`src/rtl/slice_alu.sv`:
```
// slice_alu: digit-serial MIPS ALU, SLICE bits per clock.
// Valid/ready on both sides; registered AluOut/Zero/Ovf/Err.
module slice_alu #(
  parameter int WIDTH = 32,
  parameter int SLICE = 8
) (
  input  logic             clk,
  input  logic             reset_n,
  input  logic             InValid,
  output logic             InReady,
  input  logic [WIDTH-1:0] SrcA,
  input  logic [WIDTH-1:0] SrcB,
  input  logic [2:0]       AluCtl,
  output logic             OutValid,
  input  logic             OutReady,
  output logic [WIDTH-1:0] AluOut,
  output logic             Zero,
  output logic             Ovf,
  output logic             Err
);

  localparam int N  = WIDTH / SLICE;
  localparam int CW = (N > 1) ? $clog2(N) : 1;

  localparam logic [2:0] OP_ADD = 3'b010;
  localparam logic [2:0] OP_SUB = 3'b110;
  localparam logic [2:0] OP_AND = 3'b000;
  localparam logic [2:0] OP_OR  = 3'b001;
  localparam logic [2:0] OP_SLT = 3'b111;

  typedef enum logic [1:0] {
    IDLE = 2'd0,
    RUN  = 2'd1,
    DONE = 2'd2
  } state_t;

  state_t state, state_nx;

  logic [WIDTH-1:0] a_q, b_q, acc, acc_nx, res_nx;
  logic [2:0]       op_q;
  logic [CW-1:0]    cnt;
  logic             carry, last, inv, legal;
  logic             c_msb, v, ovf_nx;
  logic [SLICE-1:0] a_s, b_s, s_res;
  logic [SLICE:0]   sum;

  always_comb begin
    inv   = (op_q == OP_SUB) || (op_q == OP_SLT);
    a_s   = a_q[SLICE-1:0];
    b_s   = inv ? ~b_q[SLICE-1:0] : b_q[SLICE-1:0];
    sum   = {1'b0, a_s} + {1'b0, b_s} + {{SLICE{1'b0}}, carry};
    // carry into the slice MSB recovered from the sum bit
    c_msb = sum[SLICE-1] ^ a_s[SLICE-1] ^ b_s[SLICE-1];
    v     = c_msb ^ sum[SLICE];
    case (op_q)
      OP_AND:  s_res = a_s & b_s;
      OP_OR:   s_res = a_s | b_s;
      default: s_res = sum[SLICE-1:0];
    endcase
    acc_nx = acc;
    acc_nx[int'(cnt)*SLICE +: SLICE] = s_res;
    last  = (cnt == CW'(N-1));
    legal = (op_q == OP_ADD) || (op_q == OP_SUB) ||
            (op_q == OP_AND) || (op_q == OP_OR) ||
            (op_q == OP_SLT);
    res_nx = acc_nx;
    ovf_nx = 1'b0;
    case (op_q)
      OP_ADD, OP_SUB: ovf_nx = v;
      OP_SLT: res_nx = {{(WIDTH-1){1'b0}}, sum[SLICE-1] ^ v};
      OP_AND, OP_OR: ;
      default: res_nx = '0;
    endcase
  end

  always_ff @(posedge clk) begin
    if (!reset_n) state <= IDLE;
    else          state <= state_nx;
  end

  always_comb begin
    state_nx = state;
    case (state)
      IDLE: if (InValid) state_nx = RUN;
      RUN:  if (last)    state_nx = DONE;
      DONE: if (OutReady) state_nx = IDLE;
      default: state_nx = IDLE;
    endcase
  end

  always_comb begin
    InReady  = (state == IDLE);
    OutValid = (state == DONE);
  end

  always_ff @(posedge clk) begin
    if (!reset_n) begin
      a_q    <= '0;
      b_q    <= '0;
      op_q   <= '0;
      acc    <= '0;
      cnt    <= '0;
      carry  <= 1'b0;
      AluOut <= '0;
      Zero   <= 1'b1;
      Ovf    <= 1'b0;
      Err    <= 1'b0;
    end else begin
      case (state)
        IDLE: if (InValid) begin
          a_q   <= SrcA;
          b_q   <= SrcB;
          op_q  <= AluCtl;
          acc   <= '0;
          cnt   <= '0;
          carry <= (AluCtl == OP_SUB) || (AluCtl == OP_SLT);
        end
        RUN: begin
          a_q   <= a_q >> SLICE;
          b_q   <= b_q >> SLICE;
          cnt   <= cnt + 1'b1;
          carry <= sum[SLICE];
          acc   <= acc_nx;
          if (last) begin
            AluOut <= res_nx;
            Zero   <= (res_nx == '0);
            Ovf    <= ovf_nx & legal;
            Err    <= ~legal;
          end
        end
        default: ;
      endcase
    end
  end

endmodule
```
`config.mk`:
```
export PLATFORM = sky130hd
export DESIGN_NAME = slice_alu
export DESIGN_NICKNAME = d
export VERILOG_FILES = /design/src/rtl/slice_alu.sv
export SDC_FILE = /design/constraint.sdc
export NUM_CORES = 1
export LEC_CHECK = 0
export CAP_MARGIN = 15
export CELL_PAD_IN_SITES_DETAIL_PLACEMENT = 0
export CELL_PAD_IN_SITES_GLOBAL_PLACEMENT = 1
export CORE_ASPECT_RATIO = 0.7
export CORE_MARGIN = 2
export CORE_UTILIZATION = 30
export CTS_BUF_LIST = sky130_fd_sc_hd__clkbuf_2 sky130_fd_sc_hd__clkbuf_4 sky130_fd_sc_hd__clkbuf_8
export DETAILED_ROUTE_END_ITERATION = 6
export GPL_TIMING_DRIVEN = 0
export PLACE_DENSITY = 0.71
export SKIP_CTS_REPAIR_TIMING = 1
export SYNTH_ARGS = -nofsm -noshare
export SYNTH_HDL_FRONTEND = slang
export SYNTH_SLANG_ARGS = --single-unit
```
`constraint.sdc`:
```
create_clock -name clk -period 4.3 [get_ports clk]
set_clock_uncertainty 0.1 [all_clocks]
set_input_delay 0.43 -clock clk [delete_from_list [all_inputs] [get_ports clk]]
set_output_delay 0.43 -clock clk [all_outputs]
set_load 0.01 [all_outputs]
```
==> results.cfg, run 1 <==
[power]
powerDensity_nw_per_um2 = 355
p_sw_uw = 986
p_seq_frac = 0.435
combPwrFrac = 0.192
clkPwrFrac = 0.373
intPower_mw = 2.22
sw_frac_of_total = 0.308
ir_drop_uv = 247
leakage_nw = 3.53

[placement]
dp_hpwl_um = 18400
place_congestion = 0.890
dp_slack_ns = 0.255
io_buffer_count = 106

[sta]
fin_hold_ws_ns = 0.271
setup_ws_ns = 0.377
period_minus_slack_ns = 3.92
post-route-period-util = 0.912
rsz0062_at_grt = false
slew_headroom = 0.446
fin_setup_tns_ns = 0
max_freq_mhz = 255
setup_viol = 0
worst_pin_slew_ns = 0.827
hold_violations = 0
report.final.slew_viol_count = 0

[outcome]
status = complete, no violations

[final_layout]
num-fill-cells = 2444
regArea_um2 = 2780
multi_input_area_um2 = 3920
fin_nets = 1080
areaGrowthSynthToFinish_pct = 26.6
drive_above_1_share = 0.0551
antenna_cells = 0

[synth]
ys_ff_latch = 139
synthTopCellsByArea = dfxtp_1 39%, nand2_1 7.3%, o211a_1 7.0%
synth.cell_area_um2 = 7140
async_reset_ff_frac = 0
postSynthCellCount = 860
synth_top_cell_by_area = dfxtp_1
synth_commonest_cells = 139 x dfxtp_1, 138 x nand2_1, 69 x nand3_1
ys.warnings.count = 0
synth_edf_count = 0
ys.flop_type = dfxtp_1
ys_seq_area_frac = 0.390
yosys.cell_count.top_type = dfxtp_1
netlist-cell-type-count = 60
syn_avg_cell_area_um2 = 8.30
synth_top_area_share = 0.390
synth.net_count = 955

[worst_hold_path]
min_path_cells = 2
hp-start = reset_n
hold_class = in -> reg

[detailed_routing]
drc = 0
dr.pass1.iters = 5
vias_per_cell = 5.07
drt_wl_total_um = 23700
antenna_left = 0
vias = 6677
wl_per_cell_um = 18.0
drt-initial-drc-count = 723

[die]
initial_core_util = 0.304
dieWidth_um = 188
coreArea_um2 = 23500
io_pins = 108
die_y_um = 133
dieArea_um2 = 25100
rows = 47

[grt]
grt_overflow = 0
antenna_found_initial = 0
grt_pass1_vias = 6396
grt_max_degree = 17
grt_util_all_layers = 0.191
grt_pass1_wl_um = 36900

[setup_path]
worstSetupStartpoint = op_q[1]
crit_fanout = 9
cp-start-kind = register
critPathCaptureType = register
critPathKind = reg -> reg
crit_required_ns = 4.55
worstPathArrival_ns = 4.17
reg2reg_from = op_q[1]
reg2regPathDepth = 14

[clock_tree]
clock_sinks = 139
insertion_delay_ns = 0.46
cts_buffers = 17
cts.clk_slew.worst_paths_ns = 0.09
clock_path_buffers = 2
cts_htree_levels = 4
cts_tree = built
clock-root-buffer = clkbuf_8

[run]
max_cap_violations = 0
-- worst max-delay path: stages (launching register included) --
cell      delay [ns]
dfxtp_1         0.33
buf_6           0.14
nand2_2         0.21
xnor2_1         0.28
inv_1           0.11
fa_1            0.47
fa_1            0.46
nor2b_4         0.16
o31ai_2         0.10
a21boi_0        0.21
o21ai_0         0.13
a31oi_1         0.59
o22ai_1         0.24
a22oi_1         0.21
nor2b_1         0.06
-- routing by layer --
metal / global-route usage / vias to the layer above / wire length [um]
met5: 0 / - / 0
met4: 0.0313 / 0 / 185
met3: 0.0589 / 14 / 2100
met2: 0.254 / 234 / 9170
met1: 0.297 / 3169 / 12300
li1: - / 3260 / -
-- power groups by stage --
stage / logic [mW] / clock network, mW / registers (mW)
2_1_floorplan: 0.399 / 0 / 1.40
6_report: 0.616 / 1.20 / 1.39
3_3_place_gp: 0.607 / 0 / 1.42
4_1_cts: 0.612 / 1.21 / 1.39
3_5_place_dp: 0.608 / 0 / 1.42
5_1_grt: 0.680 / 1.27 / 1.40
-- through the flow --
stage / util / total power, mW / instance area (um2) / std cells
2_1_floorplan: - / 1.80 / 7140 / 860
3_3_place_gp: 0.366 / 2.03 / 8600 / 1284
3_5_place_dp: 0.366 / 2.03 / 8600 / 1284
4_1_cts: 0.384 / 3.21 / 9040 / 1316
5_1_grt: 0.384 / 3.35 / 9040 / 1316
6_report: 0.384 / 3.21 / 9040 / 1316
-- registers in the layout (all words and copies together) (netlist names) --
signal,count
a_q,32
carry,1
acc,32
AluOut,32
b_q,32
cnt,2
op_q,3
Ovf,1
Zero,1
state,2
Err,1
-- cell usage in the layout, fill, tap and decap left out, drive strengths merged, types with 2 or more instances in the layout --
master | Yosys | layout
nor2 | 25 | 25
xnor2 | 12 | 12
nor2b | 65 | 65
dfxtp | 139 | 139
a21boi | 28 | 28
o22ai | 29 | 29
a22oi | 53 | 53
fa | 2 | 2
nand2 | 140 | 140
ha | 22 | 22
bufinv | 0 | 3
a21oi | 21 | 21
inv | 47 | 53
o21ai | 19 | 19
o21a | 8 | 8
nand4 | 2 | 2
clkdlybuf4s50 | 0 | 106
nand2b | 6 | 6
o31ai | 3 | 3
and2 | 9 | 9
o211ai | 11 | 11
a21o | 2 | 2
and3 | 2 | 2
nand3 | 69 | 69
xor2 | 3 | 3
or2 | 2 | 2
buf | 16 | 16
a31oi | 2 | 2
nor3 | 10 | 10
clkinv | 0 | 2
o211a | 50 | 50
clkbuf | 46 | 65
clkinvlp | 0 | 2
-- cell families after synthesis --
logic type                 count (synthesis)  share of synthesized area
and+or+nand+nor                          334                      0.227
AOI/OAI and AO/OA                        237                      0.257
DFF                                      139                      0.390
buffers and inverters                    109                     0.0610
adders and majority gates                 24                     0.0442
xor gates and xnor gates                  15                     0.0184
muxes                                      2                    0.00298
-- area by class of cell --
class | instances | share of cell area
inverter | 47 | 0.0195
clock buffer | 19 | 0.0289
timing repair buffer | 106 | 0.117
multi-input combinational | 612 | 0.434
buffer | 62 | 0.0287
tap | 318 | 0.0440
sequential | 139 | 0.308
clock inverter | 13 | 0.0197
-- worst paths after layout --
check / to / slack [ns]
max: AluOut[6] / 0.38
min reg2reg: a_q[26] / 0.38
max reg2reg: AluOut[6] / 0.38
min: op_q[0] / 0.27
No activity file was read; power rests on OpenSTA's default activity.
==> run 2, diff against run 1 <==
--- a/config.mk
+++ b/config.mk
@@ -8,8 +8,8 @@
 export CAP_MARGIN = 15
 export CELL_PAD_IN_SITES_DETAIL_PLACEMENT = 0
 export CELL_PAD_IN_SITES_GLOBAL_PLACEMENT = 1
-export CORE_ASPECT_RATIO = 0.7
-export CORE_MARGIN = 2
+export CORE_ASPECT_RATIO = 1.1
+export CORE_MARGIN = 1
 export CORE_UTILIZATION = 30
 export CTS_BUF_LIST = sky130_fd_sc_hd__clkbuf_2 sky130_fd_sc_hd__clkbuf_4 sky130_fd_sc_hd__clkbuf_8
 export DETAILED_ROUTE_END_ITERATION = 6
==> run 2 against run 1 <==
Effect of this change: flip-flop and latch count stayed put; fmax rose by 2.5%; wire length down 4.1%; sequential power barely moved; die area down 2.6%; critical path type unchanged; highest routed layer unchanged; combinational power hardly changed; critical endpoint is now Zero.
==> results.cfg, run 2 (synthesis gave the netlist of run 1 again) <==
[die]
io_pins = 108
die_y_um = 164
coreArea_um2 = 23100
dieWidth_um = 149
dieArea_um2 = 24400
initial_core_util = 0.309
rows = 58

[power]
clkPwrFrac = 0.378
leakage_nw = 3.54
ir_drop_uv = 180
powerDensity_nw_per_um2 = 356
sw_frac_of_total = 0.297
combPwrFrac = 0.191
intPower_mw = 2.26
p_seq_frac = 0.432
p_sw_uw = 956

[grt]
grt_pass1_vias = 6508
grt_pass1_wl_um = 35900
grt_util_all_layers = 0.193
grt_overflow = 0
antenna_found_initial = 0
grt_max_degree = 17

[sta]
fin_setup_tns_ns = 0
hold_violations = 0
period_minus_slack_ns = 3.83
slew_headroom = 0.319
setup_viol = 0
report.final.slew_viol_count = 0
rsz0062_at_grt = false
post-route-period-util = 0.890
setup_ws_ns = 0.474
worst_pin_slew_ns = 1.01
max_freq_mhz = 261

[final_layout]
drive_above_1_share = 0.0551
fin_nets = 1080
antenna_cells = 0
layout_common_cells = 139 x dfxtp_1, 137 x nand2_1, 106 x clkdlybuf4s50_1, 69 x nand3_1, 64 x nor2b_1
areaGrowthSynthToFinish_pct = 26.4
layout_commonest_cell = dfxtp_1
fin_area_um2 = 9020

[run]
max_cap_violations = 0

[setup_path]
critPathCaptureType = register
slowest_stage = fa_1
crit_fanout = 9
cp-start-kind = register
cp.depth = 14
crit_chain = buf_6, nand2_2, xnor2_1, inv_1, fa_1, fa_1, nor2b_4, o21ai_0, nand2_1, o22ai_1, a2111oi_2, nand4_1, o41a_1, o311ai_2
crit_required_ns = 4.57
worstPathArrival_ns = 4.09
critPathBufInv = 2
cp_top_family = compound AO/OA/AOI/OAI gates
critPathKind = reg -> reg
crit_path_frequent_cell = fa_1
reg2regPathDepth = 14
max_stage_delay_ns = 0.45

[clock_tree]
cts_tree = built
clock_path_buffers = 2
cts_buffers = 17
insertion_delay_ns = 0.46
cts_htree_levels = 4
clock_sinks = 139
cts.clk_slew.worst_paths_ns = 0.09
clock-root-buffer = clkbuf_8

[detailed_routing]
wl_per_cell_um = 17.5
vias_per_cell = 5.01
drt-initial-drc-count = 374
antenna_left = 0
dr.pass1.iters = 5
drt_wl_total_um = 22800
vias = 6502
drc = 0

[worst_hold_path]
min_path_cells = 2
hold_class = in -> reg

[placement]
io_buffer_count = 106
dp_slack_ns = 0.220
dp_hpwl_um = 17600
placed_cell_area_um2 = 8580
place_congestion = 0.883

[outcome]
status = complete, no violations
-- run 2: metal layers --
| metal | GRT usage | routed length (um) |
|---|---|---|
| met1 | 0.232 | 9990 |
| met2 | 0.342 | 11400 |
| met3 | 0.0306 | 929 |
| met4 | 0.0737 | 507 |
| met5 | 0 | 0 |
-- run 2: path summary, 6_finish.rpt --
| check | start | end | slack (ns) |
|---|---|---|---|
| max | op_q[1] | Zero | 0.47 |
| min | reset_n | a_q[30] | 0.30 |
| max reg2reg | op_q[1] | Zero | 0.47 |
| min reg2reg | acc[24] | acc[24] | 0.38 |
-- run 2: cell type report --
cell class / count / area (um2)
Sequential cell: 139 / 2780
Clock buffer: 19 / 255
Tap cell: 300 / 375
Fill cell: 2462 / 14100
Inverter: 47 / 176
Timing Repair Buffer: 106 / 1060
Multi-Input combinational cell: 612 / 3920
Buffer: 62 / 259
Clock inverter: 13 / 189
-- run 2: stage by stage --
step            util  hold WS (ns)  power (mW)  cells
2_1_floorplan      -         0.355        1.80    860
3_3_place_gp   0.372         0.365        2.03   1266
3_5_place_dp   0.372         0.370        2.03   1266
4_1_cts        0.391         0.296        3.24   1298
5_1_grt        0.391         0.320        3.37   1298
6_report       0.391         0.301        3.22   1298
-- run 2: power by group through the flow --
stage | Clock [mW] | Combinational, mW | Sequential, mW
finish | 1.21 | 0.613 | 1.39
global route | 1.29 | 0.677 | 1.40
CTS | 1.23 | 0.615 | 1.39
detailed placement | 0 | 0.612 | 1.42
global placement | 0 | 0.609 | 1.42
floorplan | 0 | 0.399 | 1.40
